==> src/rtl/instr_sequencer_pkg.sv <==
// Shared definitions for the instruction sequencer: opcodes, instruction field
// positions and FSM state encoding. Used by instr_sequencer (optional feature
// macro SINGLE_STEP_EN is handled in the top and interface, not here).
package seq_pkg;

  // Opcodes carried in instruction bits [31:28]
  localparam logic [3:0] OP_ADDI = 4'b0001;
  localparam logic [3:0] OP_ADD  = 4'b0010;
  localparam logic [3:0] OP_HALT = 4'b1110;
  localparam logic [3:0] OP_OUT  = 4'b1111;

  // Instruction field bit positions
  localparam int unsigned OP_MSB  = 31;
  localparam int unsigned OP_LSB  = 28;
  localparam int unsigned RA_MSB  = 27;
  localparam int unsigned RA_LSB  = 24;
  localparam int unsigned RB_MSB  = 23;
  localparam int unsigned RB_LSB  = 20;
  localparam int unsigned IMM_MSB = 15;
  localparam int unsigned IMM_LSB = 0;

  // FSM state encoding
  localparam int unsigned STATE_W = 3;
  localparam logic [STATE_W-1:0] ST_FETCH     = 3'd0;
  localparam logic [STATE_W-1:0] ST_DECODE    = 3'd1;
  localparam logic [STATE_W-1:0] ST_EXECUTE   = 3'd2;
  localparam logic [STATE_W-1:0] ST_WRITEBACK = 3'd3;
  localparam logic [STATE_W-1:0] ST_HALT      = 3'd4;

  // Opcodes that produce a register-file write and a displayed result
  function automatic logic writes_rf(input logic [3:0] op);
    return (op == OP_ADDI) || (op == OP_ADD);
  endfunction

endpackage

==> src/rtl/instr_sequencer_if.sv <==
// Bus between the sequencer and its environment (instruction store, regfile,
// result display). With SINGLE_STEP_EN defined the bus also carries `step`.
interface instr_sequencer_if #(
  parameter int unsigned PC_W = 3
);

  logic            run;
  logic [31:0]     instruction;
  logic [PC_W-1:0] pc;
  logic [3:0]      rf_addr_a;
  logic [3:0]      rf_addr_b;
  logic [31:0]     rf_data_a;
  logic [31:0]     rf_data_b;
  logic            rf_we;
  logic [3:0]      rf_waddr;
  logic [31:0]     rf_wdata;
  logic [31:0]     result;
  logic            result_valid;
  logic            halted;
`ifdef SINGLE_STEP_EN
  logic            step;
`endif

`ifdef SINGLE_STEP_EN
  modport master (
    input  run, instruction, rf_data_a, rf_data_b, step,
    output pc, rf_addr_a, rf_addr_b, rf_we, rf_waddr, rf_wdata, result, result_valid, halted
  );
  modport slave (
    output run, instruction, rf_data_a, rf_data_b, step,
    input  pc, rf_addr_a, rf_addr_b, rf_we, rf_waddr, rf_wdata, result, result_valid, halted
  );
`else
  modport master (
    input  run, instruction, rf_data_a, rf_data_b,
    output pc, rf_addr_a, rf_addr_b, rf_we, rf_waddr, rf_wdata, result, result_valid, halted
  );
  modport slave (
    output run, instruction, rf_data_a, rf_data_b,
    input  pc, rf_addr_a, rf_addr_b, rf_we, rf_waddr, rf_wdata, result, result_valid, halted
  );
`endif

endinterface

==> src/rtl/instr_sequencer_tick_gen.sv <==
// Prescaler: one-clk tick every TICK_DIV clocks; constantly high when TICK_DIV == 1.
module tick_gen #(
  parameter int unsigned TICK_DIV = 50000000
) (
  input  logic clk,
  input  logic rst_n,
  output logic tick
);

  localparam int unsigned CntW = (TICK_DIV > 1) ? $clog2(TICK_DIV) : 1;
  localparam logic [CntW-1:0] CntMax = CntW'(TICK_DIV - 1);

  logic [CntW-1:0] cnt_q;

  assign tick = (cnt_q == CntMax);

  // Count 0..TICK_DIV-1 and wrap on the tick cycle
  always_ff @(posedge clk or negedge rst_n) begin
    if (!rst_n) begin
      cnt_q <= '0;
    end else if (tick) begin
      cnt_q <= '0;
    end else begin
      cnt_q <= cnt_q + CntW'(1);
    end
  end

endmodule

==> src/rtl/instr_sequencer.sv <==
// Multi-cycle sequencer: FETCH -> DECODE -> EXECUTE -> WRITEBACK, one step per
// prescaler tick, with a sticky HALT. Defining SINGLE_STEP_EN adds bus.step,
// which (with run=0) arms exactly one instruction per rising edge.
module instr_sequencer
  import seq_pkg::*;
#(
  parameter int unsigned PC_W     = 3,
  parameter int unsigned TICK_DIV = 50000000
) (
  input  logic                clk,
  input  logic                rst_n,
  instr_sequencer_if.master   bus
);

  logic               tick;
  logic [STATE_W-1:0] state_q, state_d;
  logic [PC_W-1:0]    pc_q, pc_d;
  logic [31:0]        instr_q, instr_d;
  logic [31:0]        alu_q, alu_d;
  logic [31:0]        result_q, result_d;
  logic [3:0]         op;
  logic               fetch_go;
  logic               rf_we;
  logic               result_valid;
  logic               unused_instr_bits;

  tick_gen #(
    .TICK_DIV (TICK_DIV)
  ) u_tick_gen (
    .clk   (clk),
    .rst_n (rst_n),
    .tick  (tick)
  );

  assign op                = instr_q[OP_MSB:OP_LSB];
  assign unused_instr_bits = ^instr_q[19:16];

`ifdef SINGLE_STEP_EN
  logic step_q;
  logic armed_q, armed_d;

  assign fetch_go = bus.run | armed_q;

  // Arm one fetch on a step rising edge while idle in FETCH; the fetch consumes it
  always_comb begin
    armed_d = armed_q;
    if ((state_q == ST_FETCH) && !bus.run && bus.step && !step_q) begin
      armed_d = 1'b1;
    end
    if (tick && (state_q == ST_FETCH) && fetch_go) begin
      armed_d = 1'b0;
    end
  end

  // Step edge detector and arm flag
  always_ff @(posedge clk or negedge rst_n) begin
    if (!rst_n) begin
      step_q  <= 1'b0;
      armed_q <= 1'b0;
    end else begin
      step_q  <= bus.step;
      armed_q <= armed_d;
    end
  end
`else
  assign fetch_go = bus.run;
`endif

  // Next-state logic; strobes are combinational so they only exist in a tick cycle
  always_comb begin
    state_d      = state_q;
    pc_d         = pc_q;
    instr_d      = instr_q;
    alu_d        = alu_q;
    result_d     = result_q;
    rf_we        = 1'b0;
    result_valid = 1'b0;
    if (tick) begin
      case (state_q)
        ST_FETCH: begin
          if (fetch_go) begin
            instr_d = bus.instruction;
            state_d = ST_DECODE;
          end
        end
        ST_DECODE: begin
          state_d = ST_EXECUTE;
        end
        ST_EXECUTE: begin
          state_d = ST_WRITEBACK;
          case (op)
            OP_ADDI: alu_d = {16'h0000, instr_q[IMM_MSB:IMM_LSB]};
            OP_ADD:  alu_d = bus.rf_data_a + bus.rf_data_b;
            OP_OUT: begin
              result_d     = bus.rf_data_a;
              result_valid = 1'b1;
            end
            OP_HALT: state_d = ST_HALT;
            default: ;
          endcase
        end
        ST_WRITEBACK: begin
          if (writes_rf(op)) begin
            rf_we        = 1'b1;
            result_d     = alu_q;
            result_valid = 1'b1;
          end
          pc_d    = pc_q + PC_W'(1);
          state_d = ST_FETCH;
        end
        ST_HALT: ;
        default: state_d = ST_FETCH;
      endcase
    end
  end

  // Architectural state
  always_ff @(posedge clk or negedge rst_n) begin
    if (!rst_n) begin
      state_q  <= ST_FETCH;
      pc_q     <= '0;
      instr_q  <= '0;
      alu_q    <= '0;
      result_q <= '0;
    end else begin
      state_q  <= state_d;
      pc_q     <= pc_d;
      instr_q  <= instr_d;
      alu_q    <= alu_d;
      result_q <= result_d;
    end
  end

  assign bus.pc           = pc_q;
  assign bus.rf_addr_a    = instr_q[RA_MSB:RA_LSB];
  assign bus.rf_addr_b    = instr_q[RB_MSB:RB_LSB];
  assign bus.rf_we        = rf_we;
  assign bus.rf_waddr     = instr_q[RA_MSB:RA_LSB];
  assign bus.rf_wdata     = alu_q;
  // Show the incoming value during the valid pulse so data and strobe line up
  assign bus.result       = result_d;
  assign bus.result_valid = result_valid;
  assign bus.halted       = (state_q == ST_HALT);

endmodule
==> src/flat_wrapper.sv <==
// flat-port wrapper written by rule: the top's interface ports become plain ports
module instr_sequencer_flat import seq_pkg::*;
#(
  parameter int unsigned PC_W     = 3,
  parameter int unsigned TICK_DIV = 50000000
)
  (clk, rst_n, bus_run, bus_instruction, bus_rf_data_a, bus_rf_data_b, bus_pc, bus_rf_addr_a, bus_rf_addr_b, bus_rf_we, bus_rf_waddr, bus_rf_wdata, bus_result, bus_result_valid, bus_halted);
  instr_sequencer_if #(.PC_W(PC_W)) bus_i ();
  input  logic clk;
  input  logic rst_n;
  input wire logic [$bits(bus_i.run)-1:0] bus_run;
  input wire logic [$bits(bus_i.instruction)-1:0] bus_instruction;
  input wire logic [$bits(bus_i.rf_data_a)-1:0] bus_rf_data_a;
  input wire logic [$bits(bus_i.rf_data_b)-1:0] bus_rf_data_b;
  output wire logic [$bits(bus_i.pc)-1:0] bus_pc;
  output wire logic [$bits(bus_i.rf_addr_a)-1:0] bus_rf_addr_a;
  output wire logic [$bits(bus_i.rf_addr_b)-1:0] bus_rf_addr_b;
  output wire logic [$bits(bus_i.rf_we)-1:0] bus_rf_we;
  output wire logic [$bits(bus_i.rf_waddr)-1:0] bus_rf_waddr;
  output wire logic [$bits(bus_i.rf_wdata)-1:0] bus_rf_wdata;
  output wire logic [$bits(bus_i.result)-1:0] bus_result;
  output wire logic [$bits(bus_i.result_valid)-1:0] bus_result_valid;
  output wire logic [$bits(bus_i.halted)-1:0] bus_halted;
  assign bus_i.run = bus_run;
  assign bus_i.instruction = bus_instruction;
  assign bus_i.rf_data_a = bus_rf_data_a;
  assign bus_i.rf_data_b = bus_rf_data_b;
  assign bus_pc = bus_i.pc;
  assign bus_rf_addr_a = bus_i.rf_addr_a;
  assign bus_rf_addr_b = bus_i.rf_addr_b;
  assign bus_rf_we = bus_i.rf_we;
  assign bus_rf_waddr = bus_i.rf_waddr;
  assign bus_rf_wdata = bus_i.rf_wdata;
  assign bus_result = bus_i.result;
  assign bus_result_valid = bus_i.result_valid;
  assign bus_halted = bus_i.halted;
  instr_sequencer #(.PC_W(PC_W), .TICK_DIV(TICK_DIV)) u_core (.clk(clk), .rst_n(rst_n), .bus(bus_i));
endmodule
==> config.mk <==
export PLATFORM = sky130hd
export DESIGN_NAME = instr_sequencer_flat
export DESIGN_NICKNAME = d
export VERILOG_FILES = /design/src/rtl/instr_sequencer_pkg.sv /design/src/rtl/instr_sequencer_if.sv /design/src/rtl/instr_sequencer_tick_gen.sv /design/src/rtl/instr_sequencer.sv /design/src/flat_wrapper.sv
export SDC_FILE = /design/constraint.sdc
export NUM_CORES = 1
export LEC_CHECK = 0
export CAP_MARGIN = 20
export CORE_MARGIN = 5
export CORE_UTILIZATION = 34
export DETAILED_ROUTE_END_ITERATION = 10
export MAX_ROUTING_LAYER = met4
export PLACE_DENSITY = 0.64
export SETUP_SLACK_MARGIN = 0.1
export SLEW_MARGIN = 20
export SYNTH_ARGS = -nofsm -noshare
export SYNTH_HDL_FRONTEND = slang
export SYNTH_SLANG_ARGS = --single-unit
export TNS_END_PERCENT = 5
==> constraint.sdc <==
create_clock -name clk -period 3.4 [get_ports clk]
set_input_delay 0.51 -clock clk [delete_from_list [all_inputs] [get_ports clk]]
set_output_delay 0.51 -clock clk [all_outputs]
set_load 0.01 [all_outputs]
==> key figures, run 1 <==
Clocking
  – CTS Buf Count: 17
  – H-tree Lvls: 4
  – Longest Clk Path Bufs: 2
  – Clk slew on worst S/H paths: ~0.06 ns
  – Clk root buf: clkbuf_16
  – CTS Sinks: between 100 and 150
  – CTS tree: done
  – Worst skew pair latency: 0.42 ns

Logic synthesis
  – EDFF count, synth: 0
  – Syn Std Cell Area: roughly 6900 µm²
  – Portion of netlist area occupied by mux cells: 0.05014
  – Post-synthesis sequential area ratio: 0.4490
  – Yosys cell types: 50
  – Avg Inst Size Synth: about 9.2 µm²
  – Syn nets: 884
  – Simple-gate area share of the yosys netlist: 0.2044
  – Post-synthesis xor/xnor area fraction: 0.06716
  – Synth Area in Compound Gates: 0.1325
  – Synthesis Warnings: 0
  – Main synth FF type: dfrtp_1
  – Largest family of logic cells by synthesized area: simple AND/OR/NAND/NOR gates
  – Post-Syn Instances: 751
  – Synth Area in Adders: 0.06264
  – Post-synthesis async set-or-reset flop share: 1.000
  – Number of synthesized register bits: around 120

Setup path
  – Crit path kind: register to output port
  – WP data arrival: about 2.8 ns
  – Worst Setup End Kind: output port
  – CP Launch Type: register
  – Delay of the slowest cell on the worst path: about 0.37 ns
  – CP max stage cell: dfrtp_1
  – Crit path max-delay family: simple AND/OR/NAND/NOR gates
  – Critical path peak fanout: 8
  – Crit-path cells: and3_4 > and3_4 > nand4_1 > nor3_2 > nand2_2 > nor4_4 > buf_4 > buf_6 > clkbuf_16 > nand2_1 > nand3_2 > buf_6
  – CP required: 2.89 ns
  – Crit path buf inv count: 4

Pwr
  – Pwr Density: 387.5 nW/µm²
  – P_leak: around 4.6 nW
  – Peak VDD IR: around 0.37 mV

Drt
  – Vias per std cell: 4.975
  – Starting DRT DRC Count: about 290
  – Wire per inst: 16.66 µm
  – 1st-pass router iterations: 4
  – Routed Antenna Nets: 0
  – Vias: 6199
  – Drt total wl: slightly above 20 mm
  – Post-route DRC: 0

Layout
  – Post-Layout Cell Count: approximately 1200
  – P&R area growth vs syn: 47.47%
  – Commonest non-fill, non-tap cell in the layout: nand2_1
  – Fin nets: between 1000 and 1500
  – Utilization after layout: 0.5070
  – Fraction of layout cells with a size suffix above 1: 0.1967
  – Most frequent cells in the layout: 147 x nand2_1, 141 x clkdlybuf4s50_1, 123 x dfrtp_1
  – FILL cells: around 1900
  – Number of diodes: 0

STA
  – Hold Slack: between 0.1 and 0.15 ns
  – Fmax: about 300 MHz
  – Final min period: between 3 and 4 ns
  – Setup slack after layout: between 0.1 and 0.15 ns
  – Max-slew violations: 0
  – Worst slew margin: 0.5383
  – Hold Fails Final Rpt: 0
  – Setup TNS: 0 ns
  – Setup violators final: 0
  – Crit share post-route: 0.9687
  – RSZ-0062 raised after global routing: true
  – Clock skew: 0.008456 ns
  – Actual slew at the worst max-slew pin: 0.6925 ns

Floorplanning
  – Die X: about 150 µm
  – Die area: 23280 µm²
  – Die H: about 150 µm
  – Row Count: between 50 and 60
  – CORE AREA: a little over 20000 µm²
  – IO Pins: between 150 and 200
  – Starting Density: 0.3438

Worst hold path
  – Min-Delay Path Class: primary input to asynchronous set/reset pin

Placed design
  – Pre-CTS WS: -0.4370 ns
  – Final HPWL DP: between 10 and 15 mm
  – Post-Place Cells: 1194
  – Port bufs: 176
  – RD Place Congestion: between 0.8 and 0.9

Job
  – Max cap viols: 0

Global routing
  – Gr ovfl total: 0
  – Total GRT Usage: 0.1765
  – Pin count of the biggest net entering global routing: between 50 and 60
  – Vias in the first global route: approximately 6200
  – Initial antenna violation count: 0
  – Global-route wire length before repair: 32.54 mm

Run status
  – Run status: complete, no violations
==> cells in the mapped netlist (all sizes together), types with 15 or more instances <==
cell    count  area [µm²]
clkbuf     31       116.4
nand4      15       93.84
ha         33       412.9
nand2     152       570.6
mux2       29       326.6
o21ai      49       245.2
xnor2      27       236.5
xor2       26       227.7
a21oi      38       190.2
dfrtp     124        3103
a21o       21       157.7
nand3      55       275.3
nor2       47       176.4
==> per-layer routing <==
| layer | vias up | routed length [µm] | GRT usage |
|---|---|---|---|
| met5 | - | 0 | - |
| met4 | 0 | 215 | 0.04158 |
| met3 | 17 | 1051 | 0.04459 |
| met2 | 168 | 9944 | 0.2856 |
| met1 | 2960 | 9552 | 0.2239 |
| li1 | 3054 | - | - |
==> what timing repair did <==
action,in CTS,in global routing
pin swaps,4,28
buffers inserted,0,17
hold buffers,0,0
cloned,1,2
setup endpoints to repair,36,37
gates resized for setup,52,145
==> worst paths after layout <==
check / startpoint / end / slack [ns] / depth (start not counted)
max: u_core.u_tick_gen.cnt_q[4] / bus_result[11] / 0.11 / 12
min: rst_n / u_core.instr_q[23] / 0.12 / 1
max reg2reg: u_core.u_tick_gen.cnt_q[4] / u_core.result_q[23] / 0.98 / 12
min reg2reg: u_core.result_q[30] / u_core.result_q[30] / 0.47 / 2
max in group asynchronous: rst_n / u_core.result_q[29] / 2.45 / 2
min in group clk: u_core.result_q[30] / u_core.result_q[30] / 0.47 / 2
==> logic make-up after synthesis <==
group | after synthesis
fa+ha+maj | 34
compound gates | 143
simple gates | 315
buf+inv | 51
flops | 124
mux | 31
xor+xnor | 53
==> stage by stage <==
step	cell area (µm²)	power (mW)
after floorplan	6912	1.764
after global placement	9164	2.014
after detailed placement	9164	2.015
after CTS	9867	3.989
after global routing	10190	4.110
final	10190	3.949
==> layout make-up <==
type	count	area (µm²)	share of cell area
Clock buffer	18	439.2	0.04309
Clock inverter	14	195.2	0.01915
Inverter	8	30.03	0.002946
Multi-Input combinational cell	576	3809	0.3737
Sequential cell	124	3104	0.3046
Tap cell	270	337.8	0.03315
Timing Repair Buffer	236	2277	0.2234
==> flip-flops by register name, indices dropped and copies added, names as in the netlist <==
name                     cells
u_core.bus.pc                3
u_core.bus.rf_wdata         32
u_core.instr_q              28
u_core.result_q             32
u_core.state_q               3
u_core.u_tick_gen.cnt_q     26
==> report_power, final <==
part           switching, mW  internal (mW)  total [mW]
logic                  0.250          0.274       0.523
clock network          0.703           1.25        1.95
registers                  0           1.48        1.48
total                  0.953           3.00        3.95
Note: power is estimated with default switching activity, not from simulation.
==> inputs of run 2 (changes only) <==
- SKIP_CTS_REPAIR_TIMING: not set -> 1
==> run 2 against run 1 <==
Non-clock buffer count fell by 13. Routed wire length shrank 2.4%. Setup slack worse by 0.031 ns. Design area fell by 1.4%. Clock skew grew 0.00081 ns. Total power fell by 0.16%. Fmax down 0.92%. Core utilization decreased by 0.73 points. Final cell count is 1.0% lower. Register-to-register slack got worse by 0.03 ns. Clock power about the same. Die area did not move. Critical path type is now primary input to register. Largest cell class unchanged.
==> key figures, run 2 (same netlist as run 1, synthesis figures left out) <==
Run status
  – Run status: complete, no violations

Placed design
  – Port bufs: about 180
  – Pre-CTS WS: -0.4370 ns
  – RD Place Congestion: between 0.8 and 0.9
  – Area after DPL: 9164 µm²
  – Post-Place Cells: about 1200
  – Final HPWL DP: 14.30 mm

Floorplanning
  – Row Count: 52
  – IO Pins: around 180
  – Die area: between 20000 and 25000 µm²
  – Starting Density: 0.3438
  – Die H: between 150 and 200 µm
  – Die X: 152.6 µm
  – CORE AREA: between 20000 and 25000 µm²

Layout
  – Utilization after layout: 0.4997
  – Fin nets: between 1000 and 1500
  – Design Area, Final: roughly 10000 µm²
  – Commonest non-fill, non-tap cell in the layout: nand2_1
  – Post-Layout Cell Count: about 1200
  – P&R area growth vs syn: 45.35%
  – Fraction of layout cells with a size suffix above 1: 0.1225
  – Number of diodes: 0
  – Most frequent cells in the layout: 151 x nand2_1, 141 x clkdlybuf4s50_1, 123 x dfrtp_1

Global routing
  – Initial antenna violation count: 0
  – Total GRT Usage: 0.1731
  – Vias in the first global route: 6108
  – Gr ovfl total: 0
  – Pin count of the biggest net entering global routing: 51
  – Global-route wire length before repair: between 30 and 40 mm

Clocking
  – Worst skew pair latency: about 0.42 ns
  – CTS Sinks: 124
  – H-tree Lvls: 4
  – Clk slew on worst S/H paths: 0.05 ns
  – CTS tree: done
  – Clk root buf: clkbuf_16
  – Longest Clk Path Bufs: 2
  – CTS Buf Count: 17

Setup path
  – Worst Setup End Kind: register
  – Crit path buf inv count: 2
  – CP required: about 3.7 ns
  – CP Launch Type: primary input
  – WP data arrival: approximately 3.6 ns
  – Delay of the slowest cell on the worst path: around 0.42 ns
  – Reg-to-reg slack, setup: between 0.9 and 1 ns
  – CP max stage cell: clkdlybuf4s50_1
  – Critical path peak fanout: 3
  – Crit-path cells: clkdlybuf4s50_1 > ha_1 > fa_1 > a211oi_2 > o21bai_1 > a221oi_4 > o41ai_4 > a221oi_4 > buf_4 > o21ai_1 > a21oi_1 > xor2_1 > o21ai_1
  – Crit path max-delay family: compound AO/OA/AOI/OAI gates
  – Crit path kind: primary input to register

STA
  – Clock skew: around 0.009 ns
  – Final min period: about 3.3 ns
  – Max-slew violations: 0
  – RSZ-0062 raised after global routing: true
  – Worst slew margin: 0.5434
  – Hold Slack: ~0.11 ns
  – Setup violators final: 0
  – Setup slack after layout: 0.07582 ns
  – Fmax: between 300 and 400 MHz
  – Hold Fails Final Rpt: 0
  – Actual slew at the worst max-slew pin: 0.6753 ns
  – Setup TNS: 0 ns
  – Crit share post-route: 0.9777

Drt
  – Vias: 6155
  – Vias per std cell: between 4 and 5
  – Starting DRT DRC Count: ~290
  – Drt total wl: 20.27 mm
  – 1st-pass router iterations: 4
  – Wire per inst: 16.44 µm
  – Routed Antenna Nets: 0
  – Post-route DRC: 0

Pwr
  – Internal power: 2.994 mW
  – Net Sw Power: ~950 µW
  – Sequential power share: 0.374
  – Combinational power share: 0.132
  – Pwr Density: 392.5 nW/µm²
  – Total Power: around 3.9 mW
  – P_leak: approximately 4.5 nW
  – Clock power share: 0.494
  – Peak VDD IR: ~0.37 mV
  – Switch share: 0.2407

Job
  – Max cap viols: 0

Worst hold path
  – Min-Delay Path Class: primary input to asynchronous set/reset pin
## run 2: changes by cell type in the layout (fill, tap and decap cells not counted), sizes merged
cell | before | now
buf | 87 | 46
clkbuf | 24 | 23
dlygate4sd2 | 2 | 0
dlymetal6s2s | 0 | 31
## run 2: worst paths after layout
check | from | endpoint | cells past startpoint
setup / recovery | bus_rf_data_a[0] | u_core.bus.rf_wdata[28] | 13
hold / removal | rst_n | u_core.instr_q[23] | 1
setup reg to reg | u_core.u_tick_gen.cnt_q[9] | u_core.bus.rf_wdata[2] | 9
hold reg to reg | u_core.result_q[7] | u_core.result_q[7] | 2
max in group asynchronous | rst_n | u_core.result_q[29] | 2
min in group clk | u_core.result_q[7] | u_core.result_q[7] | 2
## run 2: power by group through the flow
stage	Combinational (mW)	Clock [mW]	Sequential (mW)
6_report	0.520	1.95	1.48
3_5_place_dp	0.512	0	1.50
2_1_floorplan	0.260	0	1.50
4_1_cts	0.516	1.99	1.48
3_3_place_gp	0.512	0	1.50
5_1_grt	0.573	2.06	1.48
## run 2: worst reg2reg max path: stages (launching register included)
cell,delay [ns]
dfrtp_2,0.43
buf_4,0.15
or4_1,0.49
nor3_1,0.18
nand3_1,0.10
nor3_1,0.17
nand4_1,0.20
buf_4,0.33
nand2_1,0.18
o21ai_1,0.07
## run 2: routing by layer
metal / global-route usage / vias up / wire length [µm]
met5: - / - / 0
met4: 0.03946 / 0 / 191
li1: - / 3035 / -
met2: 0.2797 / 150 / 9717
met3: 0.04317 / 16 / 980
met1: 0.2208 / 2954 / 9379
## run 2: layout make-up
class / instances / area (µm²)
fillers: 1917 / 10060
clock inverters: 14 / 195.2
flip-flops and latches: 124 / 3104
inverters: 8 / 30.03
clock buffers: 18 / 439.2
repair buffers: 223 / 2263
well taps: 270 / 337.8
multi-input cells: 576 / 3676
